--- src/rtl/seq_addsub.sv ---
// Bit-serial 4-bit adder/subtractor: one full-adder cell plus a carry flop, LSB first.
// Optional signed-overflow output is built only when OVF_DETECT_EN is defined.
module seq_addsub (
  input  logic       clk,
  input  logic       rst_n,
  input  logic       start,
  input  logic       mode,
  input  logic [3:0] x,
  input  logic [3:0] y,
  output logic [3:0] s,
  output logic       c_out,
  output logic       busy,
  output logic       done
`ifdef OVF_DETECT_EN
  ,
  output logic       ovf
`endif
);

  typedef enum logic [1:0] {
    IDLE = 2'd0,
    RUN  = 2'd1,
    DONE = 2'd2
  } state_t;

  state_t     state_q, state_d;
  logic [3:0] a_q, a_d;
  logic [3:0] b_q, b_d;
  logic [3:0] r_q, r_d;
  logic [3:0] s_q, s_d;
  logic [1:0] cnt_q, cnt_d;
  logic       carry_q, carry_d;
  logic       c_out_q, c_out_d;
  logic       sum_bit;
  logic       carry_nxt;
  logic       load;
  logic       last_bit;
`ifdef OVF_DETECT_EN
  logic       ovf_q, ovf_d;
`endif

  // NOTE: sequential state uses non-blocking (<=) so every flop samples pre-edge values.
  always_ff @(posedge clk) begin
    if (!rst_n) state_q <= IDLE;
    else        state_q <= state_d;
  end

  always_comb begin
    // NOTE: default assignment first so no path through the case infers a latch.
    state_d = state_q;
    case (state_q)
      IDLE:    if (start) state_d = RUN;
      RUN:     if (cnt_q == 2'd3) state_d = DONE;
      DONE:    state_d = start ? RUN : IDLE;
      default: state_d = IDLE;
    endcase
  end

  always_comb begin
    busy = (state_q == RUN);
    done = (state_q == DONE);
  end

  // The single full-adder cell shared by all four bit positions.
  assign sum_bit   = a_q[0] ^ b_q[0] ^ carry_q;
  assign carry_nxt = (a_q[0] & b_q[0]) | (carry_q & (a_q[0] ^ b_q[0]));
  assign load      = (state_q != RUN) && start;
  assign last_bit  = (state_q == RUN) && (cnt_q == 2'd3);

  always_comb begin
    a_d     = a_q;
    b_d     = b_q;
    r_d     = r_q;
    s_d     = s_q;
    cnt_d   = cnt_q;
    carry_d = carry_q;
    c_out_d = c_out_q;
`ifdef OVF_DETECT_EN
    ovf_d   = ovf_q;
`endif
    if (load) begin
      // Subtraction is x + ~y + 1: invert B and seed the carry with mode.
      a_d     = x;
      b_d     = y ^ {4{mode}};
      carry_d = mode;
      cnt_d   = 2'd0;
    end else if (state_q == RUN) begin
      a_d     = {1'b0, a_q[3:1]};
      b_d     = {1'b0, b_q[3:1]};
      r_d     = {sum_bit, r_q[3:1]};
      carry_d = carry_nxt;
      cnt_d   = cnt_q + 2'd1;
      if (last_bit) begin
        s_d     = {sum_bit, r_q[3:1]};
        c_out_d = carry_nxt;
`ifdef OVF_DETECT_EN
        ovf_d   = carry_q ^ carry_nxt;
`endif
      end
    end
  end

  // NOTE: every register, including the shift registers, is reset so an aborted
  // operation leaves no residue for the next one.
  always_ff @(posedge clk) begin
    if (!rst_n) begin
      a_q     <= '0;
      b_q     <= '0;
      r_q     <= '0;
      s_q     <= '0;
      cnt_q   <= '0;
      carry_q <= 1'b0;
      c_out_q <= 1'b0;
`ifdef OVF_DETECT_EN
      ovf_q   <= 1'b0;
`endif
    end else begin
      a_q     <= a_d;
      b_q     <= b_d;
      r_q     <= r_d;
      s_q     <= s_d;
      cnt_q   <= cnt_d;
      carry_q <= carry_d;
      c_out_q <= c_out_d;
`ifdef OVF_DETECT_EN
      ovf_q   <= ovf_d;
`endif
    end
  end

  assign s     = s_q;
  assign c_out = c_out_q;
`ifdef OVF_DETECT_EN
  assign ovf   = ovf_q;
`endif

endmodule

--- config.mk ---
export PLATFORM = sky130hd
export DESIGN_NAME = seq_addsub
export DESIGN_NICKNAME = d
export VERILOG_FILES = /design/src/rtl/seq_addsub.sv
export SDC_FILE = /design/constraint.sdc
export NUM_CORES = 1
export LEC_CHECK = 0
export CAP_MARGIN = 15
export CELL_PAD_IN_SITES_DETAIL_PLACEMENT = 1
export CELL_PAD_IN_SITES_GLOBAL_PLACEMENT = 2
export CORE_AREA = 2 2 58 60
export CTS_CLUSTER_DIAMETER = 40
export DETAILED_ROUTE_END_ITERATION = 12
export DIE_AREA = 0 0 60 62
export PLACE_DENSITY_LB_ADDON = 0.1
export SYNTH_ARGS = -nofsm -noshare
export SYNTH_HDL_FRONTEND = slang
export SYNTH_SLANG_ARGS = --single-unit
--- constraint.sdc ---
create_clock -name clk -period 2 [get_ports clk]
set_input_delay 0.2 -clock clk [delete_from_list [all_inputs] [get_ports clk]]
set_output_delay 0.2 -clock clk [all_outputs]
set_load 0.02 [all_outputs]
==> impl_metrics.json, run 1 <==
{
  "synth_top_family_by_area": "simple AND/OR/NAND/NOR gates",
  "antenna_cells": 0,
  "arrival_ns": 1.62,
  "design_area_sq_um": 1190,
  "final_core_util_pct": 37.5,
  "firstDrtPassIters": 3,
  "h-tree-depth": 1,
  "ctsHoldBuffers": 0,
  "timing.fmax_ghz": 0.548,
  "total_power_mw": 0.794,
  "finalWirelength_um": 2030,
  "routedWlPerCell_um": 12.2,
  "pin_count": 19,
  "maxSlewHeadroom_pct": 81.5,
  "ff_latch_area_sq_um": 420,
  "grtUsageTotal_pct": 13.1,
  "synth_area_leaders": "dfxtp_1 44%, nand2_1 7.8%, a21boi_0 5.5%, mux2i_1 5.2%, nand3_1 4.7%",
  "via_count": 763,
  "synth_fa_ha_area_share_pct": 3.39,
  "cts_sinks": 21,
  "path_class": "reg2out",
  "dieHeight_um": 62,
  "synth-compound-area-share_pct": 16.2,
  "portBuffers": 18,
  "ys_ff_latch": 21,
  "synth_fp_nets": 116,
  "post-route-period-util_pct": 91.2,
  "required_ns": 1.80,
  "die_area_sq_um": 3720,
  "endpoint_kind": "output port",
  "drive_above_1_share_pct": 10.8,
  "synth_area_sq_um": 958,
  "power_frac_seq_pct": 57.4,
  "rsz0062_at_grt": "no",
  "gr-total-overflow": 0,
  "hold_start": "s[2]$_SDFFE_PN0P_",
  "routed_via_density": 4.60,
  "initial_utilization_pct": 30.1,
  "irDropWorstVdd_mv": 0.327,
  "fin_crit_ns": 1.82,
  "hold_viol": 0,
  "yosys.area.top_type": "dfxtp_1",
  "status": "complete, no violations",
  "worst-slew-pin-transition_ns": 0.278,
  "powerDensity_nw_per_um2": 665,
  "reg2reg_from": "state_q[0]$_SDFFE_PN0P_",
  "grt_pass1_wl_um": 3510,
  "area_growth_pct": 24.5,
  "synthMuxAreaShare_pct": 5.22,
  "placed_area_sq_um": 1170,
  "maxCapViolations": 0,
  "clk_path_buf_depth": 2,
  "synthXorXnorAreaFrac_pct": 3.66,
  "hold_path_class": "reg2reg",
  "final_nets": 135,
  "switchingPower_mw": 0.209,
  "min_to": "s[2]$_SDFFE_PN0P_",
  "post-route-drc-count": 0,
  "setup_tns_ns": 0,
  "synthCells": 102,
  "p_comb_share_pct": 16.0,
  "multi_input_area_sq_um": 472,
  "rows": 21,
  "die_w_um": 60,
  "ant_nets": 0,
  "synth.distinct_cells": 29,
  "cts_resized": 0,
  "cts_tree": "done",
  "clock_latency_ns": 0.31,
  "grt_max_degree": 21,
  "yosysWarnings": 0,
  "r2r-end": "s[3]$_SDFFE_PN0P_",
  "p_int_mw": 0.585,
  "syn_area_per_cell_sq_um": 9.40,
  "place_hpwl_um": 1490,
  "drt_iter0_markers": 7,
  "skew_ns": 0.00229,
  "core-area_sq_um": 3180,
  "post_cts_buffers": 0,
  "p_leak_nw": 0.504,
  "n_fill_cell": 376,
  "min_delay_path_depth": 2,
  "yosysSeqAreaShare_pct": 43.9,
  "whs_ns": 0.466,
  "cts.clk_slew.worst_paths_ns": 0.12,
  "slew_violations": 0,
  "synthSimpleGateAreaFrac_pct": 20.8,
  "crit_path_start_kind": "flop",
  "cts_made_buffers": 3,
  "synth_top_cell_area_share_pct": 43.9,
  "setup_viol": 0,
  "p_sw_share_pct": 26.4,
  "reg2reg_depth": 5,
  "grt_pass1_vias": 741,
  "antenna_found_initial": 0,
  "cts_root_buf": "clkbuf_4",
  "worstPathMaxFanout": 20,
  "place.gp.congestion": 0.684,
  "pwr-share-clk_pct": 26.6,
  "r2r_setup_slack_ns": 0.79
}
[state kept, by name, summed over array words and instances, names as in the netlist]
signal	count
r_q	3
c_out	1
state_q	2
cnt_q	2
a_q	4
b_q	4
s	4
carry_q	1
[per-stage QoR]
step	worst slack, ns	cells
3_5_place_dp	0.530	162
5_1_grt	0.0578	166
4_1_cts	0.154	166
3_3_place_gp	0.552	162
6_report	0.175	166
2_1_floorplan	0.898	102
[critical path, stage by stage (launching register included)]
cell and delay [ns]:
dfxtp_1 0.43, nand2b_4 0.18, inv_2 0.10, clkdlybuf4s50_1 0.60
[cell families (layout without fill, tap and decap cells)]
group | count (synthesis) | after routing
AO/OA/AOI/OAI | 19 | 19
buffers and inverters | 10 | 28
AND/OR/NAND/NOR | 41 | 41
multiplexers | 5 | 5
XOR/XNOR | 4 | 4
adder cells (fa/ha/maj) | 2 | 2
flip-flops | 21 | 21
[placed cells by master, fill, tap and decap left out, drive strengths merged]
cell type,n
and3,2
o2111ai,3
o21a,1
o211a,4
xnor2,1
nand2,20
fa,1
nand3b,1
nor2,3
buf,4
nand3,9
a21boi,9
o22ai,1
inv,2
or2,3
xor2,3
clkbuf,4
and2b,1
dfxtp,21
ha,1
a211oi,1
nand2b,1
mux2i,5
clkdlybuf4s50,18
and2,1
[power groups by stage]
stage | Clock [mW] | Combinational (mW) | Sequential, mW
6_report | 0.211 | 0.127 | 0.456
5_1_grt | 0.243 | 0.144 | 0.460
4_1_cts | 0.232 | 0.130 | 0.457
3_5_place_dp | 0 | 0.129 | 0.466
3_3_place_gp | 0 | 0.126 | 0.465
2_1_floorplan | 0 | 0.0902 | 0.462
[layer usage]
metal | GRT usage, % | share of wire, % | up-vias
li1 | - | - | 385
met1 | 16.0 | 48 | 360
met2 | 21.3 | 47 | 14
met3 | 4.97 | 3.6 | 4
met4 | 4.76 | 1.6 | 0
met5 | 0 | 0 | -
[final cells by class]
type	instances	area share [%]
multi-input combinational	71	39.5
clock buffer	4	2.20
tap	46	4.82
sequential	21	35.2
inverter	2	0.629
timing repair buffer	22	17.6
[Yosys cell counts (all sizes together)]
| cell type | number |
|---|---|
| mux2i | 5 |
| nor2 | 3 |
| a21boi | 9 |
| a211oi | 1 |
| o21a | 1 |
| o211a | 4 |
| inv | 2 |
| nand3 | 9 |
| o22ai | 1 |
| or2 | 3 |
| ha | 1 |
| xnor2 | 1 |
| nand3b | 1 |
| o2111ai | 3 |
| and2 | 1 |
| and3 | 2 |
| buf | 4 |
| clkbuf | 4 |
| xor2 | 3 |
| nand2b | 1 |
| and2b | 1 |
| fa | 1 |
| dfxtp | 21 |
| nand2 | 20 |
[worst max path at each step]
stage	slack [ns]	from	to	depth (start not counted)
5_1_grt	0.06	state_q[0]$_SDFFE_PN0P_	busy	3
4_1_cts	0.15	state_q[0]$_SDFFE_PN0P_	busy	3
3_3_place_gp	0.55	state_q[0]$_SDFFE_PN0P_	busy	3
3_5_place_dp	0.53	state_q[0]$_SDFFE_PN0P_	busy	3
2_1_floorplan	0.90	a_q[0]$_SDFFE_PN0P_	s[3]$_SDFFE_PN0P_	3
6_report	0.18	state_q[0]$_SDFFE_PN0P_	busy	3
No activity file was read; power rests on OpenSTA's default activity.
==> run 2: changes to the inputs <==
--- a/config.mk
+++ b/config.mk
@@ -5,14 +5,15 @@
 export SDC_FILE = /design/constraint.sdc
 export NUM_CORES = 1
 export LEC_CHECK = 0
-export CAP_MARGIN = 15
+export CAP_MARGIN = 0
 export CELL_PAD_IN_SITES_DETAIL_PLACEMENT = 1
 export CELL_PAD_IN_SITES_GLOBAL_PLACEMENT = 2
 export CORE_AREA = 2 2 58 60
 export CTS_CLUSTER_DIAMETER = 40
 export DETAILED_ROUTE_END_ITERATION = 12
 export DIE_AREA = 0 0 60 62
-export PLACE_DENSITY_LB_ADDON = 0.1
+export PLACE_DENSITY = 0.82
+export SKIP_CTS_REPAIR_TIMING = 1
 export SYNTH_ARGS = -nofsm -noshare
 export SYNTH_HDL_FRONTEND = slang
 export SYNTH_SLANG_ARGS = --single-unit
==> run 2 against run 1 <==
Against the previous run: clock power fell by 3%; wire length shrank 4.3%; count of clock-buffer cells in the layout unchanged; non-clock buffer count shrank 1; setup slack improved by 0.025 ns; first-iteration DRC count rose by 86%; critical path type unchanged.
==> impl_metrics.json, run 2 (same netlist as run 1, synthesis figures left out) <==
{
  "post-route-period-util_pct": 90.0,
  "worst_path_dominant_cell_family": "buffers and inverters",
  "cts.clk_slew.worst_paths_ns": 0.11,
  "grt_pass1_vias": 737,
  "p_leak_nw": 0.500,
  "antenna_cells": 0,
  "slowest_delay_ns": 0.60,
  "ff_latch_area_sq_um": 420,
  "portBuffers": 18,
  "initial_utilization_pct": 30.1,
  "dp.cells": 161,
  "area_growth_pct": 23.8,
  "dieHeight_um": 62,
  "hold_path_class": "reg2reg",
  "clk_path_buf_depth": 2,
  "skew_ns": 0.00398,
  "rows": 21,
  "multi_input_area_sq_um": 472,
  "ant_nets": 0,
  "drt_iter0_markers": 13,
  "crit_slowest_cell": "clkdlybuf4s50_1",
  "path_cells": "nand2b_4, inv_2, clkdlybuf4s50_1",
  "path_class": "reg2out",
  "crit_path_start_kind": "flop",
  "final_nets": 134,
  "core-area_sq_um": 3180,
  "cts_made_buffers": 3,
  "post-route-drc-count": 0,
  "final_cells": 165,
  "status": "complete, no violations",
  "finalWirelength_um": 1950,
  "maxCapViolations": 0,
  "worst-slew-pin-transition_ns": 0.412,
  "place_hpwl_um": 1460,
  "powerDensity_nw_per_um2": 664,
  "pin_count": 19,
  "routedWlPerCell_um": 11.8,
  "fin_crit_ns": 1.80,
  "setup_tns_ns": 0,
  "grt_max_degree": 21,
  "via_count": 759,
  "antenna_found_initial": 0,
  "firstDrtPassIters": 4,
  "endpoint_kind": "output port",
  "grtUsageTotal_pct": 11.7,
  "n_fill_cell": 384,
  "timing.fmax_ghz": 0.556,
  "routed_via_density": 4.60,
  "arrival_ns": 1.60,
  "irDropWorstVdd_mv": 0.364,
  "worstPathMaxFanout": 20,
  "slew_violations": 0,
  "die_area_sq_um": 3720,
  "h-tree-depth": 1,
  "cts_sinks": 21,
  "hold_viol": 0,
  "grt_pass1_wl_um": 3220,
  "clock_latency_ns": 0.30,
  "cts_tree": "done",
  "place.gp.congestion": 0.676,
  "final_common_cell": "dfxtp_1",
  "setup_viol": 0,
  "cts_root_buf": "clkbuf_4",
  "path_buf_inv": 2,
  "maxSlewHeadroom_pct": 72.4,
  "rsz0062_at_grt": "no",
  "gr-total-overflow": 0,
  "die_w_um": 60,
  "required_ns": 1.80,
  "drive_above_1_share_pct": 10.1,
  "layout_common_cells": "21 x dfxtp_1, 20 x nand2_1, 18 x clkdlybuf4s50_1, 9 x nand3_1, 7 x a21boi_0"
}
## run 2: changes by cell type in the layout (fill, tap and decap cells not counted)
cell / change
buf_4: -1
## run 2: worst min-delay path: stages (launching register included)
cell      delay [ns]
dfxtp_1         0.33
nand2_1         0.05
a21boi_1        0.05
## run 2: worst paths after layout
| kind | startpoint | endpoint | slack, ns | cells after the start |
|---|---|---|---|---|
| worst min register to register | s[2]$_SDFFE_PN0P_ | s[2]$_SDFFE_PN0P_ | 0.46 | 2 |
| worst max-delay path | state_q[0]$_SDFFE_PN0P_ | busy | 0.20 | 3 |
| worst max register to register | a_q[0]$_SDFFE_PN0P_ | s[3]$_SDFFE_PN0P_ | 0.77 | 3 |
| worst min-delay path | s[2]$_SDFFE_PN0P_ | s[2]$_SDFFE_PN0P_ | 0.46 | 2 |
## run 2: layout make-up
class                           count  share of cell area (%)
Inverter                            2                   0.633
Clock buffer                        4                    2.22
Tap cell                           46                    4.85
Sequential cell                    21                    35.4
Multi-Input combinational cell     71                    39.8
Timing Repair Buffer               21                    17.1
## run 2: per-layer routing
layer | vias to the layer above | track usage (%) | part of all wire [%]
li1 | 384 | - | -
met1 | 357 | 13.6 | 45
met2 | 16 | 21.0 | 49
met3 | 2 | 3.73 | 4.6
met4 | 0 | 2.86 | 0.62
met5 | - | 0 | 0
## run 2: stage by stage
step                      hold slack (ns)  setup WS (ns)  util (%)  cell area (sq um)  total power, mW
after floorplan                     0.344          0.898         -                958            0.552
after global placement              0.438          0.548      36.5               1160            0.588
after detailed placement            0.446          0.504      36.5               1160            0.594
after CTS                           0.462          0.180      37.3               1190            0.803
after global routing                0.492         0.0945      37.3               1190            0.828
final                               0.458          0.201      37.3               1190            0.787
## run 2: power breakdown
| part | internal (mW) | total [mW] | switching, mW |
|---|---|---|---|
| clock network | 0.0777 | 0.205 | 0.127 |
| registers | 0.441 | 0.456 | 0.0151 |
| logic | 0.0649 | 0.126 | 0.0611 |
==> run 3: changes to the inputs <==
--- a/config.mk
+++ b/config.mk
@@ -14,6 +14,7 @@
 export DIE_AREA = 0 0 60 62
 export PLACE_DENSITY = 0.82
 export SKIP_CTS_REPAIR_TIMING = 1
+export SLEW_MARGIN = 10
 export SYNTH_ARGS = -nofsm -noshare
 export SYNTH_HDL_FRONTEND = slang
 export SYNTH_SLANG_ARGS = --single-unit
==> results of run 3 <==
The final DEF is identical to that of run 2; final timing and power are the same.
